## src/rtl/uart_pkg.sv

```systemverilog
// Shared UART definitions: one-hot FSM state encoding, oversampling ratio
// and default frame parameters used by both the transmitter and receiver.
package uart_pkg;

  localparam int OVERSAMPLE  = 16;
  localparam int DEF_DBIT    = 8;
  localparam int DEF_SB_TICK = 16;

  typedef enum logic [3:0] {
    IDLE  = 4'b0001,
    START = 4'b0010,
    DATA  = 4'b0100,
    STOP  = 4'b1000
  } uart_state_t;

endpackage

```

## src/rtl/uart_transmitter.sv

```systemverilog
// Serial TX half of the UART. A one-clock tx_start strobe latches din and
// the byte is shifted out as start bit, DBIT data bits (LSB first) and a
// stop bit. Bit timing is counted in 16x baud ticks from the shared s_tick.
module uart_transmitter
  import uart_pkg::*;
#(
  parameter int DBIT    = DEF_DBIT,
  parameter int SB_TICK = DEF_SB_TICK
) (
  input  logic            clk,
  input  logic            reset,
  input  logic            s_tick,
  input  logic            tx_start,
  input  logic [DBIT-1:0] din,
  output logic            tx,
  output logic            tx_done_tick,
  output logic            tx_busy
);

  // Bit counter needs at least one bit even for single-bit frames.
  localparam int NW = (DBIT > 1) ? $clog2(DBIT) : 1;
  localparam logic [4:0]    S_BIT_LAST  = 5'(OVERSAMPLE - 1);
  localparam logic [4:0]    S_STOP_LAST = 5'(SB_TICK - 1);
  localparam logic [NW-1:0] N_LAST      = NW'(DBIT - 1);

  uart_state_t     state_reg, state_next;
  logic [4:0]      s_reg, s_next;
  logic [NW-1:0]   n_reg, n_next;
  logic [DBIT-1:0] b_reg, b_next;
  logic            tx_reg, tx_next;
  logic            done_next;

  // State, counters, shift register and the line driver are all registered
  // here; reset is synchronous and does not wait for a baud tick.
  always_ff @(posedge clk) begin
    if (reset) begin
      state_reg <= IDLE;
      s_reg     <= '0;
      n_reg     <= '0;
      b_reg     <= '0;
      tx_reg    <= 1'b1;
    end else begin
      state_reg <= state_next;
      s_reg     <= s_next;
      n_reg     <= n_next;
      b_reg     <= b_next;
      tx_reg    <= tx_next;
    end
  end

  // Next-state logic: counters only move on s_tick, except the accept in
  // IDLE which happens on any clock and swallows a coincident tick.
  always_comb begin
    state_next = state_reg;
    s_next     = s_reg;
    n_next     = n_reg;
    b_next     = b_reg;
    done_next  = 1'b0;
    case (state_reg)
      IDLE: begin
        if (tx_start) begin
          state_next = START;
          s_next     = '0;
          n_next     = '0;
          b_next     = din;
        end
      end
      START: begin
        if (s_tick) begin
          if (s_reg == S_BIT_LAST) begin
            s_next     = '0;
            state_next = DATA;
          end else begin
            s_next = s_reg + 5'd1;
          end
        end
      end
      DATA: begin
        if (s_tick) begin
          if (s_reg == S_BIT_LAST) begin
            s_next = '0;
            b_next = b_reg >> 1;
            if (n_reg == N_LAST) begin
              state_next = STOP;
            end else begin
              n_next = n_reg + NW'(1);
            end
          end else begin
            s_next = s_reg + 5'd1;
          end
        end
      end
      STOP: begin
        if (s_tick) begin
          if (s_reg == S_STOP_LAST) begin
            state_next = IDLE;
            done_next  = 1'b1;
          end else begin
            s_next = s_reg + 5'd1;
          end
        end
      end
      default: begin
        state_next = IDLE;
        s_next     = '0;
        n_next     = '0;
        b_next     = '0;
      end
    endcase
  end

  // The pin value is decoded from the upcoming state so the registered tx
  // changes on the same edge as the state it belongs to.
  always_comb begin
    tx_next = 1'b1;
    case (state_next)
      START:   tx_next = 1'b0;
      DATA:    tx_next = b_next[0];
      default: tx_next = 1'b1;
    endcase
  end

  assign tx           = tx_reg;
  assign tx_done_tick = done_next;
  assign tx_busy      = (state_reg != IDLE);

endmodule

```

## config.mk

```make
export PLATFORM = sky130hd
export DESIGN_NAME = uart_transmitter
export DESIGN_NICKNAME = d
export VERILOG_FILES = /design/src/rtl/uart_pkg.sv /design/src/rtl/uart_transmitter.sv
export SDC_FILE = /design/constraint.sdc
export NUM_CORES = 1
export LEC_CHECK = 0
export ABC_AREA = 1
export CORE_MARGIN = 2
export CORE_UTILIZATION = 55
export DETAILED_ROUTE_END_ITERATION = 12
export GPL_ROUTABILITY_DRIVEN = 0
export MAX_ROUTING_LAYER = met4
export PLACE_DENSITY_LB_ADDON = 0.12
export SLEW_MARGIN = 20
export SYNTH_ARGS = -nofsm -noshare
export SYNTH_HDL_FRONTEND = slang
export SYNTH_SLANG_ARGS = --single-unit
```

## constraint.sdc

```tcl
create_clock -name clk -period 2.3 [get_ports clk]
set_input_delay 0.69 -clock clk [delete_from_list [all_inputs] [get_ports clk]]
set_output_delay 0.69 -clock clk [all_outputs]
set_load 0.01 [all_outputs]
```

# ---- After elaboration in Yosys (flattened, before gate mapping)
# Index checks and enable logic that the tools add are counted.
dict set report totals {
  regBits 21
  word_cells 58
  output_inout_bits 3
  input_bits 12
}
dict set report classes {
  n_mux 28
  n_reduce_logical 5
  n_eq_ne 16
  n_addsub 2
  bitwise_logic 1
}
# cell n
set ops {}
lappend ops {{$mux W4} 8}
lappend ops {{$mux W5} 5}
lappend ops {{$mux W8} 3}
lappend ops {{$pmux W8 S3} 1}
lappend ops {{$pmux W4 S4} 1}
lappend ops {{$pmux W5 S3} 1}
lappend ops {{$mux W3} 4}
lappend ops {{$ne A2 B2 Y1 const B} 6}
lappend ops {{$pmux W3 S3} 1}
lappend ops {{$eq A4 B2 Y1 const B} 2}
lappend ops {{$eq A4 B3 Y1 const B} 2}
lappend ops {{$reduce_and A4 Y1} 2}
lappend ops {{$add A5 B1 Y5 const B} 1}
lappend ops {{$eq A5 B4 Y1 const B} 1}
lappend ops {{$reduce_and A5 Y1} 1}
lappend ops {{$eq A4 B1 Y1 const B} 1}
lappend ops {{$eq A4 B4 Y1 const B} 1}
lappend ops {{$ne A4 B1 Y1 const B} 1}
lappend ops {{$reduce_or A2 Y1} 2}
lappend ops {{$add A3 B1 Y3 const B} 1}
lappend ops {{$eq A3 B3 Y1 const B} 1}
lappend ops {{$mux W1} 3}
lappend ops {{$ne A2 B1 Y1 const B} 1}
lappend ops {{$pmux W1 S2} 1}
lappend ops {{$not A1 Y1} 1}

# ---- Logic depth before layout (Yosys ltp)
# Gate-level depths: netlist of run 1.
dict set report depth {
  depth_word 7
  mapped_depth 11
  depth_no_buf 11
}

# ---- Least setup slack after synthesis of run 1
# Ideal clock, no wire load.
dict set report synth_path {
  path_type {register to output}
  start {register s_reg[0]}
  end {output tx_done_tick}
  arrival_time_ns 1.323
  path_stages_with_launch 7
  setup_slack_ns 0.287
  required_time_ns 1.610
  path_buffers 0
  cell_sequence {dfxtp_1 ha_1 nand2_1 nor2_1 ha_1 nand2_1 nor2_1}
}
dict set report synth_via {
  elab_chain_len 4
}
# item line
set synth_rtl {}
lappend synth_rtl {{from (decl)} uart_transmitter.sv:27} ;# logic [4:0] s_reg, s_next;
lappend synth_rtl {{from (signal assigned)} uart_transmitter.sv:44} ;# s_reg <= s_next;
lappend synth_rtl {{$eq A5 B4 Y1} uart_transmitter.sv:95} ;# if (s_reg == S_STOP_LAST) begin
lappend synth_rtl {{$mux W1} uart_transmitter.sv:95}
lappend synth_rtl {{$mux W1} uart_transmitter.sv:94} ;# if (s_tick) begin
lappend synth_rtl {{$mux W1} uart_transmitter.sv:59} ;# case (state_reg)
lappend synth_rtl {{to (decl)} uart_transmitter.sv:16} ;# output logic tx_done_tick,
# No other way between the ends.

# ---- Final worst setup path of run 1
dict set report layout_path {
  start {register state_reg[0]}
  end {output tx_busy}
}
dict set report layout_via {
  elab_chain_len 1
}
# item line
set layout_rtl {}
lappend layout_rtl {{from (decl)} uart_transmitter.sv:26} ;# uart_state_t state_reg, state_next;
lappend layout_rtl {{from (signal assigned)} uart_transmitter.sv:43} ;# state_reg <= state_next;
lappend layout_rtl {{$ne A4 B1 Y1} uart_transmitter.sv:125} ;# assign tx_busy = (state_reg != IDLE);
lappend layout_rtl {{to (decl)} uart_transmitter.sv:17} ;# output logic tx_busy
# No other way between the ends.

==> summary.md, run 1 <==
| Metric | Value |
|---|---|
| Post-route minimum period | 2200 ps |
| Sequential-to-total area share from yosys stat | 0.311 |
| Chip height | 53.6 µm |
| I/O pin count | 15 |
| Final hold slack | 475 ps |
| Final wirelength | 2790 µm |
| # Max-Cap Violations | 0 |
| Share of cells above drive strength 1 | 0.210 |
| Remaining global-route overflow | 0 |
| Initial DRT Pass Iterations | 4 |
| Dominant cells by area after synthesis | dfxtp_1 (31%), nand2_1 (14%), nand3_1 (8.1%) |
| Die area | around 2900 µm² |
| First-pass GRT wire length | 4730 µm |
| Starting density of the core | 0.595 |
| Drt wl/cell | 11.5 µm |
| Pwr Density | approximately 470 nW/µm² |
| Worst-path fanout max | 3 |
| Post-route cell area | 1610 µm² |
| Dpl cell area | 1560 µm² |
| CTS tree | yes |
| Data arrival, critical path | 1510 ps |
| Area delta synth->final | 18.7% |
| Setup ws final | 103 ps |
| Port bufs | 14 |
| Worst Path Buf+Inv | 2 |
| Fin util | 0.706 |
| Fmax | 0.455 GHz |
| Fin. Hold Viols | 0 |
| Synth Instances | 192 |
| Critical Path RT | 1610 ps |
| CTS sink count | 21 |
| Yosys reg bits | 21 |
| Pin count of the biggest net entering global routing | 12 |
| Area leader, netlist | dfxtp_1 |
| Ant. Diodes | 0 |
| CP Launch Type | register |
| Setup violators final | 0 |
| Worst r2r dst | b_reg[4] |
| Via Count | 1,263 |
| Reg clk slew, reported paths | ~120 ps |
| RSZ-0062 raised after global routing | false |
| Final Max Slew Viols | 0 |
| CP delay by family, top | buffers and inverters |
| Syn. warnings | 0 |
| Crit end category | primary output |
| Hold path start | n_reg[1] |
| Syn Area/Cell | 7.05 µm² |
| Max FFs per register | 8 |
| Worst-Margin Slew | roughly 330 ps |
| Worst-Skew Late Latency | 310 ps |
| Slowest-stage cell, CP | clkdlybuf4s50_1 |
| Syn nets | 210 |
| Status | finished, final reports clean |
| Max-slew headroom | 0.778 |
| WHS Path Cells | 2 |
| Rows | 17 |
| Reg-to-reg slack, setup | 520 ps |
| Crit-path cells | inv_1, nor2_2, nand2_2, clkdlybuf4s50_1 |
| Post-DP HPWL | around 2200 µm |
| Top cell type's share of synthesized area | 0.311 |
| Core area | 2280 µm² |
| Max H-tree Level | 1 |
| DRC errors left | 0 |
| Nets | 233 |
| Worst VDD drop | 0.343 mV |
| Chip width | 53.6 µm |
| Post-synth cell types | 26 |
| Clock root buffer | clkbuf_4 |
| Crit-path max cell delay | 500 ps |
| Worst-case clock buffer depth | 2 |
| Dpl ws | -260 ps |
| Tcrit/Tclk final | 0.955 |
| Worst reg2reg path depth | 11 |
| Hold endpoint | n_reg[1] |
| Post-route ant nets | 0 |
| GRT Overall Usage | 0.234 |
| Initial DRC Count | 23 |
| Vias in the first global route | about 1,200 |
| Worst min path class | reg -> reg |
| Critical path class | reg -> out |
| Skew final | 3.20 ps |
| Initial antenna violation count | 0 |
| Setup_tns | 0 ps |
| Leak pwr | 0.725 nW |
| RR Startpoint | s_reg[0] |
| Num CTS Buffers | 3 |
| Syn Std Cell Area | 1350 µm² |
| Via/cell ratio | 5.22 |
==> kinds of logic after synthesis <==
kind of cell / synth area share
fa+ha+maj: 0.0555
simple gates: 0.434
flops: 0.311
compound gates: 0.113
buf+inv: 0.0869
==> what timing repair did <==
item | 4_1_cts | 5_1_grt
setup endpoints to repair | 1 | 2
hold buffers | 0 | 0
pin swaps | 0 | 2
buffers inserted | 0 | 0
gates resized for setup | 5 | 7
==> how the worst max path moves through the flow <==
stage,startpoint,endpoint,slack (ps),cells after the start
after floorplan,s_reg[0],tx_done_tick,290,6
after global placement,s_tick,tx_done_tick,-250,4
after detailed placement,s_tick,tx_done_tick,-260,4
after CTS,s_reg[0],tx_done_tick,0.4,7
after global routing,s_reg[0],tx_done_tick,1,7
final,state_reg[0],tx_busy,100,4
==> cells in the final DEF, fill, tap and decap left out, types with 2 or more instances in the layout <==
| cell | n |
|---|---|
| a21oi_1 | 7 |
| a21oi_2 | 6 |
| buf_4 | 7 |
| clkbuf_4 | 3 |
| clkdlybuf4s50_1 | 13 |
| dfxtp_1 | 19 |
| dfxtp_2 | 2 |
| ha_1 | 4 |
| ha_2 | 2 |
| inv_1 | 23 |
| nand2_1 | 49 |
| nand2_2 | 3 |
| nand2_4 | 8 |
| nand3_1 | 22 |
| nand4_1 | 2 |
| nor2_1 | 19 |
| nor2_2 | 3 |
| nor2_4 | 4 |
| o21ai_0 | 5 |
| o21ai_1 | 2 |
==> cells in the mapped netlist <==
| cell | instances |
|---|---|
| clkinv_4 | 1 |
| o21ai_4 | 1 |
| ha_1 | 6 |
| nor2_4 | 2 |
| nand2_1 | 50 |
| dfxtp_1 | 21 |
| nand4_1 | 2 |
| nand3_1 | 22 |
| o21a_1 | 1 |
| nand2_4 | 8 |
| o21ai_1 | 2 |
| nor3_1 | 1 |
| o22ai_1 | 1 |
| nand2_2 | 2 |
| o21ai_0 | 5 |
| nor2_2 | 4 |
| a21oi_1 | 7 |
| inv_1 | 23 |
| buf_6 | 1 |
| a21oi_2 | 6 |
| nor2_1 | 20 |
| nand3_2 | 1 |
| inv_2 | 1 |
| clkbuf_1 | 2 |
| nor2_8 | 1 |
| nand3_4 | 1 |
==> through the flow <==
step                std cells  total power, mW
floorplan                 192            0.519
CTS                       242            0.755
global route              242            0.787
detailed placement        238            0.572
global placement          238            0.567
finish                    242            0.749
==> worst reg2reg max path, stage by stage, from the launching register on <==
cell	delay, ps
dfxtp_2	350
ha_2	180
nand2_2	80
nor2_4	120
buf_4	120
ha_1	170
nand2_1	100
inv_1	210
nand3_1	110
nand2_1	70
nand3_1	80
a21oi_2	140
==> per-layer routing <==
layer  GRT usage  up-vias  wire length, µm  part of all wire
met3      0.0333        5              102             0.037
met2       0.426       24             1420              0.51
li1            -      658                -                 -
met1       0.261      576             1220              0.44
met5           -        -                0                 0
met4      0.0769        0               38             0.014
==> power breakdown <==
part           switching [mW]  internal (mW)  total, mW
clock network           0.117         0.0678      0.185
registers              0.0121          0.383      0.395
logic                  0.0992         0.0705      0.170
total                   0.228          0.521      0.749
==> area by class of cell <==
type	count	area (µm²)
tap	28	35.0
sequential	21	423
clock buffer	4	26.3
timing repair buffer	21	188
multi-input combinational	143	836
inverter	25	98.8
fill	198	669
Power figures use the tool's default switching activity.
==> inputs of run 2 (changes only) <==
--- a/config.mk
+++ b/config.mk
@@ -12,6 +12,7 @@
 export GPL_ROUTABILITY_DRIVEN = 0
 export MAX_ROUTING_LAYER = met4
 export PLACE_DENSITY_LB_ADDON = 0.12
+export REMOVE_ABC_BUFFERS = 1
 export SLEW_MARGIN = 20
 export SYNTH_ARGS = -nofsm -noshare
 export SYNTH_HDL_FRONTEND = slang
==> run 2 against run 1 <==
Against the previous run:
- hold slack better by 9.5 ps
- sequential share of layout area decreased by 0.19 points
- first-iteration DRC count rose by 8.7%
- wire length increased by 1.4%
- die area did not move
- critical path depth is 1 lower
==> summary.md, run 2 (synthesis gave the netlist of run 1 again) <==
| Metric | Value |
|---|---|
| Worst-Skew Late Latency | 300 ps (about the same) |
| Hold path start | b_reg[1] |
| Storage cell area | 424 µm² (+0.30%) |
| Critical Path RT | 1610 ps (about the same) |
| Vias in the first global route | 1,176 (+2.0%) |
| Area delta synth->final | 19.9% |
| Dpl cell area | 1560 µm² (unchanged) |
| Rows | 17 (unchanged) |
| Num CTS Buffers | 3 (unchanged) |
| Final hold slack | 484 ps (+9.54 ps) |
| Most common cell after layout, fill and taps aside | nand2_1 |
| Initial antenna violation count | 0 (unchanged) |
| Worst-Margin Slew | 334 ps (+1.41 ps) |
| CP delay by family, top | buffers and inverters |
| Post-route cell area | 1620 µm² (+1.0%) |
| Via/cell ratio | 5.08 (-2.7%) |
| Nets | 235 (+0.86%) |
| CTS Hold Buffers Added | 0 (unchanged) |
| Drt wl/cell | 11.6 µm (+0.53%) |
| Setup_tns | 0 ps (unchanged) |
| Worst-path fanout max | 3 (unchanged) |
| Dpl ws | -265 ps (-5.77 ps) |
| Via Count | 1,239 (-1.9%) |
| Max FFs per register | 8 (unchanged) |
| Worst reg2reg path depth | 12 (+1) |
| Worst min path class | reg -> reg |
| Pwr Total | 0.747 mW (-0.35%) |
| Crit-path cells | nor2_2, nand2_2, clkdlybuf4s50_1 |
| Worst Path Buf+Inv | 1 (-1) |
| Port bufs | 14 (unchanged) |
| Chip height | 53.6 µm (unchanged) |
| WHS Path Cells | 2 (unchanged) |
| Slowest-stage cell, CP | clkdlybuf4s50_1 |
| Pwr Density | 460 nW/µm² (-1.3%) |
| Critical path class | reg -> out |
| Post-route ant nets | 0 (unchanged) |
| RR Startpoint | s_reg[0] |
| CP Launch Type | register |
| Pin count of the biggest net entering global routing | 12 (unchanged) |
| # Max-Cap Violations | 0 (unchanged) |
| Max-slew headroom | 0.775 (-0.00213) |
| # fillers | 195 (-1.5%) |
| Hold endpoint | b_reg[1] |
| Core area | 2280 µm² (unchanged) |
| Worst-case clock buffer depth | 2 (unchanged) |
| Fmax | 0.456 GHz (about the same) |
| CTS tree | yes |
| I/O pin count | 15 (unchanged) |
| Tcrit/Tclk final | 0.954 (about the same) |
| Worst VDD drop | 0.370 mV (+8.0%) |
| Chip width | 53.6 µm (unchanged) |
| Die area | 2870 µm² (unchanged) |
| Starting density of the core | 0.595 (unchanged) |
| DRC errors left | 0 (unchanged) |
| Initial DRC Count | 25 (+8.7%) |
| Final Max Slew Viols | 0 (unchanged) |
| Post-route minimum period | 2190 ps (-2.18 ps) |
| First-pass GRT wire length | 4960 µm (+4.8%) |
| Worst r2r dst | b_reg[3] |
| Reg clk slew, reported paths | 120 ps (about the same) |
| CTS sink count | 21 (unchanged) |
| GRT Overall Usage | 0.243 (+0.00933) |
| Final wirelength | 2830 µm (+1.4%) |
| Skew final | 2.73 ps (-0.471 ps) |
| Setup violators final | 0 (unchanged) |
| Post-DP HPWL | 2220 µm (+2.0%) |
| Status | finished, final reports clean |
| Clock root buffer | clkbuf_4 |
| Reg-to-reg slack, setup | 450 ps (-70 ps) |
| Remaining global-route overflow | 0 (unchanged) |
| Leak pwr | 0.736 nW (+1.6%) |
| Multi-input gate area | 836 µm² (unchanged) |
| Share of cells above drive strength 1 | 0.222 (+0.0119) |
| Fin. Hold Viols | 0 (unchanged) |
| Setup ws final | 105 ps (+2.18 ps) |
| Crit end category | primary output |
| Crit-path max cell delay | 550 ps (+50 ps) |
| Commonest non-fill, non-tap cells in the layout | nand2_1 (49), inv_1 (23), nand3_1 (22) |
| Data arrival, critical path | 1500 ps (about the same) |
| Initial DRT Pass Iterations | 4 (unchanged) |
| Ant. Diodes | 0 (unchanged) |
| Max H-tree Level | 1 (unchanged) |
## run 2: cell types whose count changed in the layout (fill, tap and decap cells not counted)
cell	change
buf_4	+2
dfxtp_1	-1
dfxtp_2	+1
## run 2: where the power goes
group | internal (mW) | switching, mW | total (mW)
Sequential | 0.383 | 0.0131 | 0.396
Clock | 0.0677 | 0.113 | 0.180
Combinational | 0.0709 | 0.0991 | 0.170
## run 2: worst max-delay path by stage
stage / from / to / slack, ps / cells after the start
finish: state_reg[1] / tx_busy / 110 / 3
global route: s_reg[0] / tx_done_tick / -1 / 7
CTS: state_reg[0] / tx_busy / 40 / 4
floorplan: s_reg[0] / tx_done_tick / 290 / 6
global placement: s_tick / tx_done_tick / -250 / 4
detailed placement: s_tick / tx_done_tick / -270 / 4
## run 2: layout make-up
class / instances / share of cell area
Sequential cell: 21 / 0.261
Clock buffer: 4 / 0.0162
Timing Repair Buffer: 23 / 0.125
Inverter: 25 / 0.0609
Tap cell: 28 / 0.0216
Multi-Input combinational cell: 143 / 0.515
## run 2: through the flow
stage	std cells	utilization
3_3_place_gp	238	0.687
5_1_grt	244	0.713
6_report	244	0.713
2_1_floorplan	189	-
3_5_place_dp	238	0.687
4_1_cts	243	0.703
## run 2: metal layers
metal  track usage  vias up  wire (µm)
met4        0.0940        0         42
met3        0.0333        5         69
met1         0.286      563       1300
li1              -      657          -
met2         0.420       14       1410
met5             -        -          0
## run 2: what timing repair did
item	4_1_cts	5_1_grt
setup buffers	1	1
endpoints found under the hold margin	0	0
pin swaps	1	3
resized for setup	8	5
setup endpoints to repair	1	2
## run 2: worst min-delay path: cells and delay by family, from the launching register on
| kind | cells | cell delay [ps] |
|---|---|---|
| AND/OR/NAND/NOR | 1 | 80 |
| AO/OA/AOI/OAI | 1 | 50 |
| flip-flops | 1 | 330 |
==> inputs of run 3 (changes only) <==
--- a/config.mk
+++ b/config.mk
@@ -13,6 +13,7 @@
 export MAX_ROUTING_LAYER = met4
 export PLACE_DENSITY_LB_ADDON = 0.12
 export REMOVE_ABC_BUFFERS = 1
+export SETUP_SLACK_MARGIN = 0.3
 export SLEW_MARGIN = 20
 export SYNTH_ARGS = -nofsm -noshare
 export SYNTH_HDL_FRONTEND = slang
==> run 3 against run 2 <==
Against the previous run:
- maximum frequency grew 3.7%
- total power increased by 0.96%
- combinational power rose by 2%
- first-iteration DRC count unchanged
- clock skew up 1.3 ps
- flip-flop and latch count is the same
- global-route usage is 0.060 points higher
- die area stayed put
- clock-buffer cell count unchanged
- largest cell class unchanged
==> summary.md, run 3 (synthesis gave the netlist of run 1 again) <==
| Metric | Value |
|---|---|
| Status | finished, final reports clean |
| Post-DP HPWL | 2220 µm (unchanged) |
| CTS tree | yes |
| Pwr Density | 448 nW/µm² (-2.6%) |
| Final Max Slew Viols | 0 (unchanged) |
| Post-route ant nets | 0 (unchanged) |
| Rows | 17 (unchanged) |
| Net Switching | 0.229 mW (+1.7%) |
| Die area | 2870 µm² (unchanged) |
| Setup crit start | s_reg[0] |
| Core area | 2280 µm² (unchanged) |
| Clock power frac | 0.241 (about the same) |
| Crit-path cells | ha_4, nand2_4, nor2_4, ha_4, nand2_2, nor2_2, buf_2 |
| Setup ws final | 183 ps (+77.4 ps) |
| Cell Int Power | 0.525 mW (+0.64%) |
| CP delay by family, top | flip-flops |
| Via Count | 1,269 (+2.4%) |
| Final hold slack | 480 ps (-3.84 ps) |
| First-pass GRT wire length | 4970 µm (+0.14%) |
| RR Startpoint | s_reg[0] |
| CP Depth | 7 (+4) |
| Initial DRC Count | 25 (unchanged) |
| Comb power frac | 0.231 (+0.003) |
| Data arrival, critical path | 1430 ps (-70 ps) |
| # Max-Cap Violations | 0 (unchanged) |
| Remaining global-route overflow | 0 (unchanged) |
| Worst min path class | reg -> reg |
| Critical Path RT | 1610 ps (about the same) |
| Crit end category | primary output |
| Dpl ws | -265 ps (unchanged) |
| Initial DRT Pass Iterations | 4 (unchanged) |
| Pwr Total | 0.754 mW (+0.96%) |
| Commonest non-fill, non-tap cells in the layout | nand2_1 (48), inv_1 (22), nand3_1 (22) |
| Fin. Hold Viols | 0 (unchanged) |
| Share of cells above drive strength 1 | 0.256 (+0.0335) |
| Starting density of the core | 0.595 (unchanged) |
| Final wirelength | 2910 µm (+3.0%) |
| GRT Overall Usage | 0.244 (+0.000604) |
| I/O pin count | 15 (unchanged) |
| Pin count of the biggest net entering global routing | 12 (unchanged) |
| Worst reg2reg path depth | 13 (+1) |
| Worst-case clock buffer depth | 2 (unchanged) |
| Slowest-stage cell, CP | dfxtp_2 |
| Fin util | 0.739 (+0.0258) |
| Port bufs | 14 (unchanged) |
| Crit-path max cell delay | 370 ps (-180 ps) |
| Reg clk slew, reported paths | 120 ps (about the same) |
| Skew final | 3.99 ps (+1.26 ps) |
| Nets | 238 (+1.3%) |
| Setup violators final | 0 (unchanged) |
| # fillers | 179 (-8.2%) |
| Fmax | 0.472 GHz (+3.7%) |
| Part of the power in registers | 0.528 (-0.003) |
| Vias in the first global route | 1,182 (+0.51%) |
| Ant. Diodes | 0 (unchanged) |
| Post-route minimum period | 2120 ps (-77.4 ps) |
| Area delta synth->final | 24.2% |
| Multi-input gate area | 866 µm² (+3.6%) |
| Chip height | 53.6 µm (unchanged) |
| Initial antenna violation count | 0 (unchanged) |
| Worst Path Buf+Inv | 1 (unchanged) |
| Worst r2r dst | b_reg[3] |
| Hold path start | b_reg[7] |
| Worst-Margin Slew | 346 ps (+11.4 ps) |
| Switching Fraction | 0.303 (+0.00223) |
| Storage cell area | 429 µm² (+1.2%) |
| Max H-tree Level | 1 (unchanged) |
| Max FFs per register | 8 (unchanged) |
| Via/cell ratio | 5.14 (+1.2%) |
| CTS Hold Buffers Added | 0 (unchanged) |
| RSZ-0062 raised after global routing | true |
| Chip width | 53.6 µm (unchanged) |
| CTS sink count | 21 (unchanged) |
| Tcrit/Tclk final | 0.921 (-0.0337) |
| DRC errors left | 0 (unchanged) |
| Worst-Skew Late Latency | 310 ps (about the same) |
| Clock root buffer | clkbuf_4 |
| Worst setup endpoint | tx_done_tick |
| Worst-path fanout max | 2 (-1) |
| Reg-to-reg slack, setup | 430 ps (-20 ps) |
| Worst VDD drop | 0.374 mV (+1.0%) |
| CP Launch Type | register |
| Critical path class | reg -> out |
| Crit path top cell by count | ha_4 |
| Max-slew headroom | 0.768 (-0.00765) |
| Num CTS Buffers | 3 (unchanged) |
| Drt wl/cell | 11.8 µm (+1.8%) |
| Leak pwr | 0.780 nW (+5.9%) |
| Most common cell after layout, fill and taps aside | nand2_1 |
==> run 3: cell types whose count changed in the layout (fill, tap and decap cells not counted), moves of 2 or more <==
cell	previous run	this run
buf_4	9	12
clkdlybuf4s50_1	13	11
dfxtp_1	18	16
ha_2	2	0
ha_4	0	2
==> run 3: worst min path at each step <==
stage	end	slack [ps]	cells past startpoint
floorplan	b_reg[7]	430	2
global placement	b_reg[7]	450	2
detailed placement	b_reg[1]	470	2
CTS	b_reg[7]	480	2
global route	b_reg[1]	500	2
finish	b_reg[7]	480	2
==> run 3: through the flow <==
stage	area, µm²	TNS, ps	std cells
after global routing	1680	0	247
after global placement	1560	-250	238
after detailed placement	1560	-265	238
after CTS	1640	0	245
after floorplan	1340	0	189
final	1680	0	247
==> run 3: layout make-up <==
type                            count  area share
Clock buffer                        4      0.0156
Timing Repair Buffer               26       0.135
Inverter                           25      0.0588
Tap cell                           28      0.0208
Sequential cell                    21       0.255
Multi-Input combinational cell    143       0.515
==> run 3: what timing repair did <==
item	in CTS	in global routing
resized for setup	18	6
pin swaps	4	3
endpoints found under the hold margin	0	0
setup endpoints to repair	2	3
buffers inserted	3	2
==> run 3: metal layers <==
| metal | global-route usage | vias to the layer above | wire length [µm] |
|---|---|---|---|
| li1 | - | 665 | - |
| met1 | 0.288 | 569 | 1310 |
| met2 | 0.420 | 28 | 1430 |
| met3 | 0.0333 | 7 | 110 |
| met4 | 0.0940 | 0 | 59 |
| met5 | - | - | 0 |
==> run 3: power groups by stage <==
stage / clock network [mW] / registers [mW] / logic [mW]
CTS: 0.189 / 0.398 / 0.169
floorplan: 0 / 0.402 / 0.108
detailed placement: 0 / 0.404 / 0.168
global route: 0.199 / 0.400 / 0.194
global placement: 0 / 0.401 / 0.165
finish: 0.182 / 0.398 / 0.174
==> run 3: worst min-delay path, cell delays in order (launching register included) <==
cell	delay, ps
dfxtp_1	330
nand2_1	60
a21oi_1	50
